===== config.mk =====
export PLATFORM = sky130hd
export DESIGN_NAME = twophase_bridge_flat
export DESIGN_NICKNAME = d
export VERILOG_FILES = /design/src/rtl/twophase_pkg.sv /design/src/rtl/twophase_bridge_if.sv /design/src/rtl/sync_fifo.sv /design/src/rtl/twophase_bridge.sv /design/src/flat_wrapper.sv
export SDC_FILE = /design/constraint.sdc
export NUM_CORES = 1
export LEC_CHECK = 0
export CORE_ASPECT_RATIO = 1.75
export CORE_UTILIZATION = 40
export DETAILED_ROUTE_END_ITERATION = 7
export SLEW_MARGIN = 20
export SYNTH_ARGS = -nofsm -noshare
export SYNTH_HDL_FRONTEND = slang
export SYNTH_SLANG_ARGS = --single-unit

===== constraint.sdc =====
create_clock -name clk -period 6.7 [get_ports clk]
set_input_delay 1.34 -clock clk [delete_from_list [all_inputs] [get_ports clk]]
set_output_delay 1.34 -clock clk [all_outputs]
set_load 0.01 [all_outputs]

===== src/rtl/twophase_pkg.sv =====
// rtl/twophase_pkg.sv - shared FSM state types and fifo pointer sizing
package twophase_pkg;

  typedef enum logic [1:0] {
    TX_IDLE  = 2'd0,
    TX_SETUP = 2'd1,
    TX_WAIT  = 2'd2
  } tx_state_e;

  typedef enum logic {
    RX_IDLE = 1'b0,
    RX_HOLD = 1'b1
  } rx_state_e;

  // One extra pointer bit separates full from empty when the indices match.
  function automatic int ptr_width(input int depth);
    return $clog2(depth) + 1;
  endfunction

endpackage


===== src/rtl/twophase_bridge_if.sv =====
// rtl/twophase_bridge_if.sv - clocked stream and 2-phase handshake bundle
interface twophase_bridge_if #(
  parameter int WIDTH = 32
);
  logic             tx_valid;
  logic             tx_ready;
  logic [WIDTH-1:0] tx_data;
  logic             req_out;
  logic [WIDTH-1:0] Data_out;
  logic             ack_in;
  logic             req_in;
  logic [WIDTH-1:0] Data_in;
  logic             ack_out;
  logic             rx_valid;
  logic             rx_ready;
  logic [WIDTH-1:0] rx_data;

  // The bridge itself.
  modport slave (
    input  tx_valid, tx_data, ack_in, req_in, Data_in, rx_ready,
    output tx_ready, req_out, Data_out, ack_out, rx_valid, rx_data
  );

  // The producer, consumer and async pipeline around the bridge.
  modport master (
    output tx_valid, tx_data, ack_in, req_in, Data_in, rx_ready,
    input  tx_ready, req_out, Data_out, ack_out, rx_valid, rx_data
  );
endinterface


===== src/rtl/sync_fifo.sv =====
// rtl/sync_fifo.sv - show-ahead synchronous fifo with wrap-bit pointers
module sync_fifo
  import twophase_pkg::*;
#(
  parameter int WIDTH = 32,
  parameter int DEPTH = 4
) (
  input  logic             clk,
  input  logic             rst_n,
  input  logic             push,
  input  logic [WIDTH-1:0] push_data,
  input  logic             pop,
  output logic [WIDTH-1:0] pop_data,
  output logic             full,
  output logic             empty
);
  localparam int PW = ptr_width(DEPTH);
  localparam int AW = PW - 1;

  logic [PW-1:0]    wr_ptr;
  logic [PW-1:0]    rd_ptr;
  logic [WIDTH-1:0] mem [DEPTH];
  logic             do_push;
  logic             do_pop;

  assign empty = (wr_ptr == rd_ptr);
  assign full  = (wr_ptr[AW] != rd_ptr[AW]) && (wr_ptr[AW-1:0] == rd_ptr[AW-1:0]);

  // A push into a full fifo is legal only when the head leaves on the same edge.
  assign do_pop  = pop && !empty;
  assign do_push = push && (!full || do_pop);

  // Storage is not reset, so the head reads as zero whenever nothing is held.
  assign pop_data = empty ? '0 : mem[rd_ptr[AW-1:0]];

  // Pointer update; both ends may move on the same edge.
  always_ff @(posedge clk or negedge rst_n) begin
    if (!rst_n) begin
      wr_ptr <= '0;
      rd_ptr <= '0;
    end else begin
      if (do_push) wr_ptr <= wr_ptr + PW'(1);
      if (do_pop)  rd_ptr <= rd_ptr + PW'(1);
    end
  end

  // Data write into the slot addressed by the write index.
  always_ff @(posedge clk) begin
    if (do_push) mem[wr_ptr[AW-1:0]] <= push_data;
  end

endmodule


===== src/rtl/twophase_bridge.sv =====
// rtl/twophase_bridge.sv - clocked stream to 2-phase bundled-data bridge
module twophase_bridge
  import twophase_pkg::*;
#(
  parameter int WIDTH       = 32,
  parameter int DEPTH       = 4,
  parameter int SYNC_STAGES = 2,
  parameter int ACK_DLY     = 0
) (
  input logic               clk,
  input logic               rst_n,
  twophase_bridge_if.slave  bus
);
  localparam int CW = (ACK_DLY > 0) ? $clog2(ACK_DLY + 1) : 1;
  // The detect cycle in RX_IDLE already counts as one delay cycle.
  localparam logic [CW-1:0] DLY_LOAD = (ACK_DLY > 1) ? CW'(ACK_DLY - 1) : '0;

  logic [SYNC_STAGES-1:0] ack_sync_q;
  logic [SYNC_STAGES-1:0] req_sync_q;
  logic                   ack_in_sync;
  logic                   req_in_sync;

  tx_state_e        tx_state, tx_state_nxt;
  logic             req_q, req_nxt;
  logic [WIDTH-1:0] dout_q, dout_nxt;
  logic             tx_pop;
  logic             tx_full, tx_empty;
  logic [WIDTH-1:0] tx_head;

  rx_state_e        rx_state, rx_state_nxt;
  logic             ack_q, ack_nxt;
  logic [CW-1:0]    cnt_q, cnt_nxt;
  logic             rx_push;
  logic             rx_full, rx_empty;

  // Handshake inputs are asynchronous; plain flop chains bring them into clk.
  always_ff @(posedge clk or negedge rst_n) begin
    if (!rst_n) begin
      ack_sync_q <= '0;
      req_sync_q <= '0;
    end else begin
      ack_sync_q <= {ack_sync_q[SYNC_STAGES-2:0], bus.ack_in};
      req_sync_q <= {req_sync_q[SYNC_STAGES-2:0], bus.req_in};
    end
  end

  assign ack_in_sync = ack_sync_q[SYNC_STAGES-1];
  assign req_in_sync = req_sync_q[SYNC_STAGES-1];

  assign bus.tx_ready = !tx_full;
  assign bus.req_out  = req_q;
  assign bus.Data_out = dout_q;
  assign bus.ack_out  = ack_q;
  assign bus.rx_valid = !rx_empty;

  sync_fifo #(.WIDTH(WIDTH), .DEPTH(DEPTH)) u_tx_fifo (
    .clk       (clk),
    .rst_n     (rst_n),
    .push      (bus.tx_valid && !tx_full),
    .push_data (bus.tx_data),
    .pop       (tx_pop),
    .pop_data  (tx_head),
    .full      (tx_full),
    .empty     (tx_empty)
  );

  sync_fifo #(.WIDTH(WIDTH), .DEPTH(DEPTH)) u_rx_fifo (
    .clk       (clk),
    .rst_n     (rst_n),
    .push      (rx_push),
    .push_data (bus.Data_in),
    .pop       (bus.rx_ready),
    .pop_data  (bus.rx_data),
    .full      (rx_full),
    .empty     (rx_empty)
  );

  // TX next state: the head stays in the fifo until its ack returns, so only
  // one token is ever outstanding and Data_out is frozen while it is.
  always_comb begin
    tx_state_nxt = tx_state;
    req_nxt      = req_q;
    dout_nxt     = dout_q;
    tx_pop       = 1'b0;
    unique case (tx_state)
      TX_IDLE: begin
        if (!tx_empty) begin
          dout_nxt     = tx_head;
          tx_state_nxt = TX_SETUP;
        end
      end
      TX_SETUP: begin
        req_nxt      = !req_q;
        tx_state_nxt = TX_WAIT;
      end
      TX_WAIT: begin
        if (ack_in_sync == req_q) begin
          tx_pop       = 1'b1;
          tx_state_nxt = TX_IDLE;
        end
      end
      default: tx_state_nxt = TX_IDLE;
    endcase
  end

  // TX state register.
  always_ff @(posedge clk or negedge rst_n) begin
    if (!rst_n) begin
      tx_state <= TX_IDLE;
      req_q    <= 1'b0;
      dout_q   <= '0;
    end else begin
      tx_state <= tx_state_nxt;
      req_q    <= req_nxt;
      dout_q   <= dout_nxt;
    end
  end

  // RX next state: a pending token is acked only once its word is stored, so
  // a full rx fifo holds the ack back instead of losing data.
  always_comb begin
    rx_state_nxt = rx_state;
    ack_nxt      = ack_q;
    cnt_nxt      = cnt_q;
    rx_push      = 1'b0;
    unique case (rx_state)
      RX_IDLE: begin
        if (req_in_sync != ack_q) begin
          if (ACK_DLY == 0 && !rx_full) begin
            rx_push = 1'b1;
            ack_nxt = !ack_q;
          end else begin
            cnt_nxt      = DLY_LOAD;
            rx_state_nxt = RX_HOLD;
          end
        end
      end
      RX_HOLD: begin
        if (cnt_q == '0) begin
          if (!rx_full) begin
            rx_push      = 1'b1;
            ack_nxt      = !ack_q;
            rx_state_nxt = RX_IDLE;
          end
        end else begin
          cnt_nxt = cnt_q - CW'(1);
        end
      end
      default: rx_state_nxt = RX_IDLE;
    endcase
  end

  // RX state register.
  always_ff @(posedge clk or negedge rst_n) begin
    if (!rst_n) begin
      rx_state <= RX_IDLE;
      ack_q    <= 1'b0;
      cnt_q    <= '0;
    end else begin
      rx_state <= rx_state_nxt;
      ack_q    <= ack_nxt;
      cnt_q    <= cnt_nxt;
    end
  end

endmodule


===== src/flat_wrapper.sv =====
// flat-port wrapper written by rule: the top's interface ports become plain ports
module twophase_bridge_flat import twophase_pkg::*;
#(
  parameter int WIDTH       = 32,
  parameter int DEPTH       = 4,
  parameter int SYNC_STAGES = 2,
  parameter int ACK_DLY     = 0
)
  (clk, rst_n, bus_tx_valid, bus_tx_data, bus_ack_in, bus_req_in, bus_Data_in, bus_rx_ready, bus_tx_ready, bus_req_out, bus_Data_out, bus_ack_out, bus_rx_valid, bus_rx_data);
  twophase_bridge_if #(.WIDTH(WIDTH)) bus_i ();
  input logic clk;
  input logic rst_n;
  input wire logic [$bits(bus_i.tx_valid)-1:0] bus_tx_valid;
  input wire logic [$bits(bus_i.tx_data)-1:0] bus_tx_data;
  input wire logic [$bits(bus_i.ack_in)-1:0] bus_ack_in;
  input wire logic [$bits(bus_i.req_in)-1:0] bus_req_in;
  input wire logic [$bits(bus_i.Data_in)-1:0] bus_Data_in;
  input wire logic [$bits(bus_i.rx_ready)-1:0] bus_rx_ready;
  output wire logic [$bits(bus_i.tx_ready)-1:0] bus_tx_ready;
  output wire logic [$bits(bus_i.req_out)-1:0] bus_req_out;
  output wire logic [$bits(bus_i.Data_out)-1:0] bus_Data_out;
  output wire logic [$bits(bus_i.ack_out)-1:0] bus_ack_out;
  output wire logic [$bits(bus_i.rx_valid)-1:0] bus_rx_valid;
  output wire logic [$bits(bus_i.rx_data)-1:0] bus_rx_data;
  assign bus_i.tx_valid = bus_tx_valid;
  assign bus_i.tx_data = bus_tx_data;
  assign bus_i.ack_in = bus_ack_in;
  assign bus_i.req_in = bus_req_in;
  assign bus_i.Data_in = bus_Data_in;
  assign bus_i.rx_ready = bus_rx_ready;
  assign bus_tx_ready = bus_i.tx_ready;
  assign bus_req_out = bus_i.req_out;
  assign bus_Data_out = bus_i.Data_out;
  assign bus_ack_out = bus_i.ack_out;
  assign bus_rx_valid = bus_i.rx_valid;
  assign bus_rx_data = bus_i.rx_data;
  twophase_bridge #(.WIDTH(WIDTH), .DEPTH(DEPTH), .SYNC_STAGES(SYNC_STAGES), .ACK_DLY(ACK_DLY)) u_core (.clk(clk), .rst_n(rst_n), .bus(bus_i));
endmodule

==> run_results.csv <==
group,metric,value,unit
global_routing,grt_pass1_vias,6180,
layout,nNetsFinal,752,
floorplanning,dieArea,30100,µm²
clock_tree,post_cts_buffers,0,
worst_setup_path,crit_family,"buffers and inverters",
layout,diodes,0,
clock_tree,clkSinkCount,309,
worst_setup_path,required,5.36,ns
clock_tree,cts_htree_levels,1,
clock_tree,path_clk_slew,0.07,ns
timing,tightest_slew,0.980,ns
timing,fin_ws,2.61,ns
floorplanning,ioPinCount,138,
logic_synthesis,syn_inst,522,
timing,final.min_clock_period,4.09,ns
clock_tree,cts_tree,"yes",
clock_tree,post_cts_resized,0,
clock_tree,clkLatencyLatePin,0.55,ns
global_routing,antenna_found_initial,0,
placed_design,dp.cells,1020,
timing,setup_viol,0,
logic_synthesis,synth_most_common_cell,"edfxtp_1",
routing,ant_nets,0,
timing,maxSlewViolCount,0,
clock_tree,cts_root_buffer,"clkbuf_16",
routing,wirelength,21.8,mm
pwr,total_power,7.35,mW
layout,layoutNonFillerInstCount,1072,
timing,fin_crit_sh,0.611,
timing,max_slew_margin,0.346,
placed_design,portBuffers,137,
logic_synthesis,ys.flop_type,"edfxtp_1",
run,maxCapViolations,0,
routing,wire_per_inst,20.3,µm
routing,dr.pass1.iters,4,
logic_synthesis,syn_nets,602,
floorplanning,fp-row-count,82,
routing,vias,5341,
logic_synthesis,muxShareOfSynthArea,0.165,
placed_design,gp_congestion,0.686,
worst_setup_path,cp_num_buf_inv,2,
outcome,run_status,"finished clean",
worst_setup_path,reg2reg_depth,3,
worst_setup_path,cp_slowest_cell,"mux4_2",
logic_synthesis,synth_top_family_by_area,"multiplexers",
logic_synthesis,synthTopCellsByCount,"edfxtp_1, mux4_2, dfrtp_1",
worst_setup_path,endpoint_kind,"output pin",
clock_tree,hold_buffers,0,
logic_synthesis,yosysTopAreaCell,"edfxtp_1",
placed_design,place_ws,3.13,ns
layout,syn_to_final_growth,22.8,%
worst_setup_path,path_max_fanout,33,
floorplanning,die_w,132,µm
global_routing,grt_max_degree,54,
pwr,power_leakage,4.96,nW
worst_setup_path,cp_slowest_stage_delay,0.59,ns
timing,fin_tns_setup,0,ns
floorplanning,die_h,229,µm
pwr,p_per_area,509,nW/µm²
logic_synthesis,ys_top_cells_by_area,"edfxtp_1, mux4_2, dfrtp_1",
logic_synthesis,synth_area,11800,µm²
logic_synthesis,synth_edf_count,256,
logic_synthesis,ys_types,24,
logic_synthesis,synth_seq_area_share,0.767,
timing,max_clock_freq,0.244,GHz
layout,post-route-util,0.503,
global_routing,grtUsageTotal,0.150,
worst_hold_path,min_path_type,"reg -> reg",
timing,rsz0062_at_grt,"false",
logic_synthesis,synthArstFlopShare,0.172,
routing,drtIter0Drc,235,
logic_synthesis,yosys.area_share.simple,0.0266,
logic_synthesis,synthAdderAreaFrac,0.0106,
clock_tree,cts_buffers,28,
worst_setup_path,worstPathArrival,2.75,ns
logic_synthesis,yosys_register_bits,309,
logic_synthesis,synth_compound_area_frac,0.00319,
worst_setup_path,critPathKind,"reg -> out",
worst_setup_path,cp.depth,4,
worst_hold_path,hold-path-cell-count,0,
layout,layout-drive-gt1-share,0.232,
floorplanning,coreArea,28700,µm²
clock_tree,clockBufferDepth,3,
timing,finalClockSkew,0.0105,ns
global_routing,grt_pass1_wl,34.7,mm
logic_synthesis,ys_warn_count,0,
logic_synthesis,synth_top_area_frac,0.654,
worst_setup_path,rrSetupSlack,3.92,ns
floorplanning,start_util,0.409,
worst_setup_path,worst_setup_path_start_kind,"register",
placed_design,dp_hpwl,12.8,mm
global_routing,overflow,0,
logic_synthesis,syn_area_per_cell,22.5,µm²
worst_setup_path,path_cells,"buf_4 > mux4_2 > and2_1 > clkdlybuf4s50_1",
logic_synthesis,synthXorXnorAreaFrac,0.0134,
timing,finalHoldViolations,0,
routing,vias_per_cell,4.98,
pwr,ir_worst_vdd,265,µV
routing,drc,0,
## power breakdown
group / leakage, nW / total [mW] / switching, mW / internal, mW
logic: 1.55 / 2.74 / 1.22 / 1.52
clock network: 0.449 / 1.60 / 0.684 / 0.918
registers: 2.97 / 3.00 / 0.244 / 2.76
## routing by layer
| metal | global-route usage | wire, µm | up-vias |
|---|---|---|---|
| met2 | 0.288 | 12000 | 145 |
| li1 | - | - | 2378 |
| met3 | 0.0350 | 1220 | 35 |
| met1 | 0.158 | 8060 | 2783 |
| met4 | 0.0491 | 527 | 0 |
| met5 | 0 | 0 | - |
## final cells by class
type,count,area (µm²)
sequential,309,9020
clock inverter,10,109
inverter,6,22.5
multi-input combinational,184,2590
tap,378,473
clock buffer,42,815
fill,2336,14300
timing repair buffer,143,1410
## cells in the final DEF (no fill, tap or decap), types with 5 or more instances in the layout
| cell type | count |
|---|---|
| and2_1 | 32 |
| buf_4 | 6 |
| clkbuf_1 | 9 |
| clkbuf_16 | 29 |
| clkdlybuf4s50_1 | 136 |
| clkinv_2 | 5 |
| dfrtp_1 | 50 |
| edfxtp_1 | 256 |
| ha_1 | 10 |
| inv_1 | 6 |
| mux2_2 | 6 |
| mux2_4 | 29 |
| mux4_2 | 64 |
| nand2_1 | 5 |
| xnor2_1 | 12 |
| xor2_1 | 6 |
## sequential cells by signal (all words and copies together), names as in the netlist, 2 cells and up
name                     cells
u_core.u_rx_fifo.mem       128
u_core.u_tx_fifo.mem       128
u_core.bus.Data_out         32
u_core.u_rx_fifo.rd_ptr      3
u_core.u_rx_fifo.wr_ptr      3
u_core.u_tx_fifo.rd_ptr      3
u_core.u_tx_fifo.wr_ptr      3
u_core.ack_sync_q            2
u_core.req_sync_q            2
u_core.tx_state              2
## metrics by stage
step                      instance area, µm²  hold slack (ns)
after global placement                 13500            0.342
after global routing                   14400            0.370
after detailed placement               13500            0.336
after floorplan                        11800            0.331
after CTS                              14400            0.350
final                                  14400            0.353
## worst paths after layout
path | start | endpoint
worst min register to register | u_core.req_sync_q[0] | u_core.req_sync_q[1]
worst max-delay path | u_core.u_rx_fifo.rd_ptr[0] | bus_rx_data[26]
worst max register to register | u_core.u_tx_fifo.rd_ptr[1] | u_core.u_tx_fifo.mem[3][17]
worst min-delay path | u_core.req_sync_q[0] | u_core.req_sync_q[1]
min in group asynchronous | rst_n | u_core.bus.Data_out[19]
max in group asynchronous | rst_n | u_core.u_rx_fifo.rd_ptr[0]
## worst reg2reg max path: stages, from the launching register on
cell      delay (ns)
dfrtp_2         1.01
xnor2_1         0.24
nand3b_1        0.26
and3_2          0.87
## cells by family after synthesis
kind of cell               after synthesis
AOI/OAI and AO/OA                        5
xor gates and xnor gates                18
adders and majority gates               10
buffers and inverters                   29
DFF                                    309
muxes                                   99
and+or+nand+nor                         52
Power figures use the tool's default switching activity.
